$ cat src/rtl/xadc_channel_scanner.sv
// Round-robin XADC DRP scanner: reads up to 13 channels, one read at a time, into a result table.
// Define XADC_SCAN_AVG_EN to store the average of four consecutive reads per channel.
module xadc_channel_scanner #(
  parameter int NUM_CH     = 13,
  parameter int GAP_CYCLES = 100,
  parameter int TIMEOUT    = 255
) (
  input  logic        clk,
  input  logic        rst,
  input  logic        scan_en,
  output logic [6:0]  daddr_out,
  output logic        den_out,
  input  logic [15:0] do_in,
  input  logic        drdy_in,
  input  logic [3:0]  rd_ch,
  output logic [11:0] rd_data,
  output logic [12:0] ch_valid,
  output logic        scan_done,
  output logic        drp_err,
  output logic [2:0]  state_dbg
);

  // DRP handshake: den_out is a one-cycle request with daddr_out valid in the same cycle;
  // the first drdy_in seen while waiting completes it, and drdy_in is ignored at all other times.
  typedef enum logic [2:0] {
    ST_IDLE  = 3'd0,
    ST_GAP   = 3'd1,
    ST_REQ   = 3'd2,
    ST_WAIT  = 3'd3,
    ST_STORE = 3'd4
  } state_t;

  localparam int GW = (GAP_CYCLES > 1) ? $clog2(GAP_CYCLES) : 1;
  localparam int TW = (TIMEOUT > 1) ? $clog2(TIMEOUT) : 1;
  localparam logic [3:0] LAST_CH = 4'(NUM_CH - 1);

  state_t        r_state;
  state_t        w_next;
  logic [GW-1:0] r_gap_cnt;
  logic [TW-1:0] r_to_cnt;
  logic [3:0]    r_ch;
  logic [6:0]    r_daddr;
  logic [11:0]   r_entry [16];
  logic [12:0]   r_valid;
  logic [11:0]   r_rd_data;
  logic          r_scan_done;
  logic          r_err;
  logic          w_den;
  logic          w_load_gap;
  logic          w_capture;
  logic          w_timeout;
  logic          w_store;
  logic          w_advance;
  logic [6:0]    w_map;
  logic [12:0]   w_ch_mask;
  logic [11:0]   w_result;
  logic          w_unused_lsbs;

`ifdef XADC_SCAN_AVG_EN
  logic [13:0]   r_acc;
  logic [1:0]    r_rep;
  assign w_result = r_acc[13:2];
`else
  logic [11:0]   r_sample;
  assign w_result = r_sample;
`endif

  assign w_map         = (r_ch == 4'd0) ? 7'h03 : 7'h0F + {3'b000, r_ch};
  assign w_ch_mask     = 13'd1 << r_ch;
  assign w_unused_lsbs = ^do_in[3:0];

  assign daddr_out = r_daddr;
  assign den_out   = w_den;
  assign rd_data   = r_rd_data;
  assign ch_valid  = r_valid;
  assign scan_done = r_scan_done;
  assign drp_err   = r_err;
  assign state_dbg = r_state;

  always_comb begin
    w_next     = r_state;
    w_den      = 1'b0;
    w_load_gap = 1'b0;
    w_capture  = 1'b0;
    w_timeout  = 1'b0;
    w_store    = 1'b0;
    w_advance  = 1'b0;
    case (r_state)
      ST_IDLE: begin
        if (scan_en) begin
          w_next     = ST_GAP;
          w_load_gap = 1'b1;
        end
      end
      ST_GAP: begin
        if (r_gap_cnt == '0) w_next = ST_REQ;
      end
      ST_REQ: begin
        w_den  = 1'b1;
        w_next = ST_WAIT;
      end
      ST_WAIT: begin
        if (drdy_in) begin
          w_capture = 1'b1;
`ifdef XADC_SCAN_AVG_EN
          // Samples 1..3 loop back through GAP; scan_en is only honoured per channel.
          if (r_rep == 2'd3) begin
            w_next = ST_STORE;
          end else begin
            w_next     = ST_GAP;
            w_load_gap = 1'b1;
          end
`else
          w_next = ST_STORE;
`endif
        end else if (r_to_cnt == TW'(TIMEOUT - 1)) begin
          w_timeout = 1'b1;
          w_advance = 1'b1;
          if (scan_en) begin
            w_next     = ST_GAP;
            w_load_gap = 1'b1;
          end else begin
            w_next = ST_IDLE;
          end
        end
      end
      ST_STORE: begin
        w_store   = 1'b1;
        w_advance = 1'b1;
        if (scan_en) begin
          w_next     = ST_GAP;
          w_load_gap = 1'b1;
        end else begin
          w_next = ST_IDLE;
        end
      end
      default: w_next = ST_IDLE;
    endcase
  end

  always_ff @(posedge clk) begin
    if (rst) begin
      r_state     <= ST_IDLE;
      r_gap_cnt   <= '0;
      r_to_cnt    <= '0;
      r_ch        <= '0;
      r_daddr     <= '0;
      r_valid     <= '0;
      r_rd_data   <= '0;
      r_scan_done <= 1'b0;
      r_err       <= 1'b0;
      for (int i = 0; i < 16; i++) r_entry[i] <= '0;
`ifdef XADC_SCAN_AVG_EN
      r_acc       <= '0;
      r_rep       <= '0;
`else
      r_sample    <= '0;
`endif
    end else begin
      r_state <= w_next;

      if (w_load_gap)
        r_gap_cnt <= GW'(GAP_CYCLES - 1);
      else if (r_state == ST_GAP && r_gap_cnt != '0)
        r_gap_cnt <= r_gap_cnt - 1'b1;

      if (r_state == ST_GAP && r_gap_cnt == '0) r_daddr <= w_map;

      r_to_cnt <= (r_state == ST_WAIT) ? r_to_cnt + 1'b1 : '0;

`ifdef XADC_SCAN_AVG_EN
      if (w_capture) begin
        r_acc <= r_acc + {2'b00, do_in[15:4]};
        r_rep <= r_rep + 1'b1;
      end else if (w_store || w_timeout) begin
        r_acc <= '0;
        r_rep <= '0;
      end
`else
      if (w_capture) r_sample <= do_in[15:4];
`endif

      if (w_store) begin
        r_entry[r_ch] <= w_result;
        r_valid       <= r_valid | w_ch_mask;
      end

      if (w_advance) r_ch <= (r_ch == LAST_CH) ? 4'd0 : r_ch + 4'd1;
      if (w_timeout) r_err <= 1'b1;
      r_scan_done <= w_advance && (r_ch == LAST_CH);

      // Registered read port; a same-cycle write is seen one cycle later.
      r_rd_data <= (rd_ch <= LAST_CH) ? r_entry[rd_ch] : 12'h000;
    end
  end

endmodule

$ cat config.mk
export PLATFORM = sky130hd
export DESIGN_NAME = xadc_channel_scanner
export DESIGN_NICKNAME = d
export VERILOG_FILES = /design/src/rtl/xadc_channel_scanner.sv
export SDC_FILE = /design/constraint.sdc
export NUM_CORES = 1
export LEC_CHECK = 0
export CORE_ASPECT_RATIO = 1.1
export CORE_MARGIN = 3
export CORE_UTILIZATION = 40
export DETAILED_ROUTE_END_ITERATION = 8
export GPL_ROUTABILITY_DRIVEN = 0
export SETUP_SLACK_MARGIN = 0.02
export SLEW_MARGIN = 20
export SYNTH_ARGS = -nofsm -noshare
export SYNTH_HDL_FRONTEND = slang
export SYNTH_SLANG_ARGS = --single-unit
$ cat constraint.sdc
create_clock -name clk -period 2.37 [get_ports clk]
set_input_delay 0.474 -clock clk [delete_from_list [all_inputs] [get_ports clk]]
set_output_delay 0.474 -clock clk [all_outputs]
set_load 0.005 [all_outputs]
==> results by group <==
Global routing
  • Vias in the first global route: 6307
  • Grt total ovfl: 0
  • Largest net degree at the start of global routing: 50
  • Initial antenna violation count: 0
  • First-pass GRT wire length: 35400 um
  • GRT Total Usage: 17.2%

Critical path
  • Origin of the critical flop-to-flop path: state_dbg[2]$_SDFFE_PP0P_
  • CP startpoint kind: flop
  • Worst flop-to-flop path endpoint: r_entry[4][6]$_SDFFCE_PN0P_
  • CP endpoint kind: output pin
  • CP Max Fanout: 12
  • Worst r2r path cells: 4
  • Kind of critical path: reg2out
  • Crit path DAT: 1.75 ns
  • Crit path required time: 1.90 ns
  • Flop-to-flop setup slack: 0.28 ns

Power
  • Sw power: 0.00190 W
  • Max IR drop VDD: 0.506 mV
  • Clk pwr share: 40.7%
  • Gate power share: 8.8%
  • Leak: 4.21 nW
  • Internal: 0.00679 W
  • Switching share of total power: 21.9%
  • PwrDens: 741 nW/um^2
  • Flop pwr share: 50.5%

Logic synthesis
  • Post-Syn Instances: 799
  • Synth Register Bits: 222
  • Ys flop type: edfxtp_1
  • Yosys cell types: 47
  • Warnings, synthesis: 0
  • Register area share after synthesis: 60.5%
  • EDFF count, synth: 156
  • Post-Syn Area: 9920 um^2
  • Asr flop ratio synth: 0%
  • Syn Area/Cell: 12.4 um^2

Clock network
  • Setup Buffers After CTS: 0
  • CTS Sinks: 222
  • CTS tree: done
  • Post-CTS Hold Fix Bufs: 0
  • CTS buffer count: 23
  • CTS clk-pin slew, worst paths: 0.06 ns
  • Root buf cell: clkbuf_16
  • Clk Latency, worst-skew pair: 0.51 ns
  • Max clock buf depth: 3
  • H-tree levels: 1

Floorplan
  • Rows: 59
  • Top Ports: 62
  • Starting Density: 41.3%
  • Die Width: 156 um
  • Die height: 171 um
  • Core ar.: 24000 um^2
  • DIE AREA: 26700 um^2

STA
  • Fin. Hold Viols: 0
  • Unrepaired setup endpoints after global routing: yes
  • Fin crit share: 93.6%
  • Max Fclk: 451 MHz
  • Final setup violating endpoints: 0
  • Worst-margin pin slew: 0.793 ns
  • Rel. slew slack: 47.0%
  • Final worst slack: 0.151 ns
  • Fin. max-slew vios: 0
  • Tmin final: 2.22 ns
  • Layout Skew: 0.0232 ns

Cells and area
  • Layout area overhead: 18.2%
  • Most frequent cells in the layout: and2_1 (156), edfxtp_1 (156), dfxtp_1 (66)
  • Final cell count without fillers: 1187
  • Layout cells sized above 1: 16.6%
  • Post-route cell area: 11700 um^2
  • # diodes: 0
  • Fin nets: 901
  • Filler Cell Count: 2113
  • Post-layout util: 48.9%

Worst hold path
  • Hold Path Sink: ch_valid[10]$_SDFFE_PP0N_
  • Worst Hold Class: reg2reg
  • WHS Path Cells: 1
  • HP Start: ch_valid[10]$_SDFFE_PP0N_

Placement
  • Pre-CTS WS: 0.120 ns
  • Input/output buffers: 55
  • Post-placement cell area: 11000 um^2
  • Final HPWL DP: 14600 um
  • Placed Instances: 1145

Detailed routing
  • Pre-antenna DRT Iters: 5
  • Via-to-Cell Ratio: 5.16
  • DR WL/cell: 19.1 um
  • DRT Wirelength: 22600 um
  • Drt first-iter violations: 295
  • DR vias: 6126
  • DR DRC count: 0
  • Final ANT Viol Nets: 0

Run status
  • Status: complete, no violations

Job
  • Max Cap Violations: 0
-- power by group through the flow --
stage / combinational (W) / clock (W) / sequential [W]
after floorplan: 0.000483 / 0 / 0.00445
after global placement: 0.000763 / 0 / 0.00447
after detailed placement: 0.000767 / 0 / 0.00447
after CTS: 0.000772 / 0.00360 / 0.00439
after global routing: 0.000834 / 0.00377 / 0.00441
final: 0.000764 / 0.00353 / 0.00439
-- through the flow --
| stage | setup TNS [ns] | hold slack [ns] | power [W] |
|---|---|---|---|
| 6_report | 0 | 0.448 | 0.00869 |
| 5_1_grt | 0 | 0.474 | 0.00901 |
| 4_1_cts | 0 | 0.454 | 0.00876 |
| 3_5_place_dp | 0 | 0.440 | 0.00524 |
| 3_3_place_gp | 0 | 0.433 | 0.00523 |
| 2_1_floorplan | -1.13 | 0.441 | 0.00493 |
-- flip-flops by register name, summed over array words and instances (netlist names) --
register / flops
r_entry: 156
ch_valid: 13
r_sample: 12
rd_data: 12
r_to_cnt: 8
r_gap_cnt: 7
daddr_out: 5
r_ch: 4
state_dbg: 3
drp_err: 1
scan_done: 1
-- worst max path at each step --
stage          slack (ns)                      endpoint                      start
2_1_floorplan       -0.05  r_entry[12][0]$_SDFFCE_PN0P_                        rst
3_3_place_gp         0.17         rd_data[4]$_SDFF_PP0_                   rd_ch[0]
3_5_place_dp         0.12   r_entry[8][9]$_SDFFCE_PN0P_                        rst
4_1_cts              0.10                       den_out  state_dbg[1]$_SDFFE_PP0P_
5_1_grt              0.02   r_entry[8][9]$_SDFFCE_PN0P_  state_dbg[2]$_SDFFE_PP0P_
6_report             0.15                       den_out  state_dbg[1]$_SDFFE_PP0P_
-- cells by family (layout without fill, tap and decap cells) --
group | after synthesis | count (layout) | synth area share, %
other | 1 | 2 | 0.0378
DFF | 222 | 222 | 60.5
adders and majority gates | 12 | 12 | 1.51
muxes | 50 | 50 | 8.36
buffers and inverters | 74 | 156 | 3.28
and+or+nand+nor | 314 | 314 | 18.0
AOI/OAI and AO/OA | 117 | 117 | 7.42
xor gates and xnor gates | 9 | 9 | 0.795
-- worst max-delay path, cell delays in order (launching register included) --
cell and delay [ns]:
dfxtp_1 0.39, buf_6 0.17, nor3b_1 0.17, clkdlybuf4s50_1 0.52
-- routing by layer --
metal,global-route usage [%],part of all wire (%)
met5,0,0
met2,30.3,50
met3,2.15,3.9
met4,6.55,3.9
met1,21.6,42
-- synthesized netlist by cell type, drive strengths merged (5+ instances only) --
master	n	area (um^2)
dfxtp	66	1320
nor2	33	124
clkbuf	50	188
a21oi	40	200
nand3	8	40.0
ha	12	150
a311oi	13	114
nand2	54	203
a31oi	5	31.3
o21ai	26	130
nor2b	16	100
a21o	6	45.0
a211oi	16	120
xor2	6	52.6
and2	156	976
nand2b	14	87.6
mux4	24	541
nor3b	6	50.1
buf	15	104
nor3	8	55.1
inv	9	33.8
mux2	23	259
edfxtp	156	4680
-- timing repair --
action | CTS | global route
resized for setup | 0 | 2
endpoints found under the hold margin | 0 | 0
endpoints found under the setup margin | 0 | 13
-- cell type report --
cell class / count / area (um^2) / area share, %
clock buffers: 32 / 641 / 5.46
clock inverters: 10 / 100 / 0.853
inverters: 9 / 33.8 / 0.288
multi-input cells: 504 / 3590 / 30.6
flip-flops and latches: 222 / 6010 / 51.2
well taps: 305 / 382 / 3.25
repair buffers: 105 / 972 / 8.29
No activity file was read; power rests on OpenSTA's default activity.
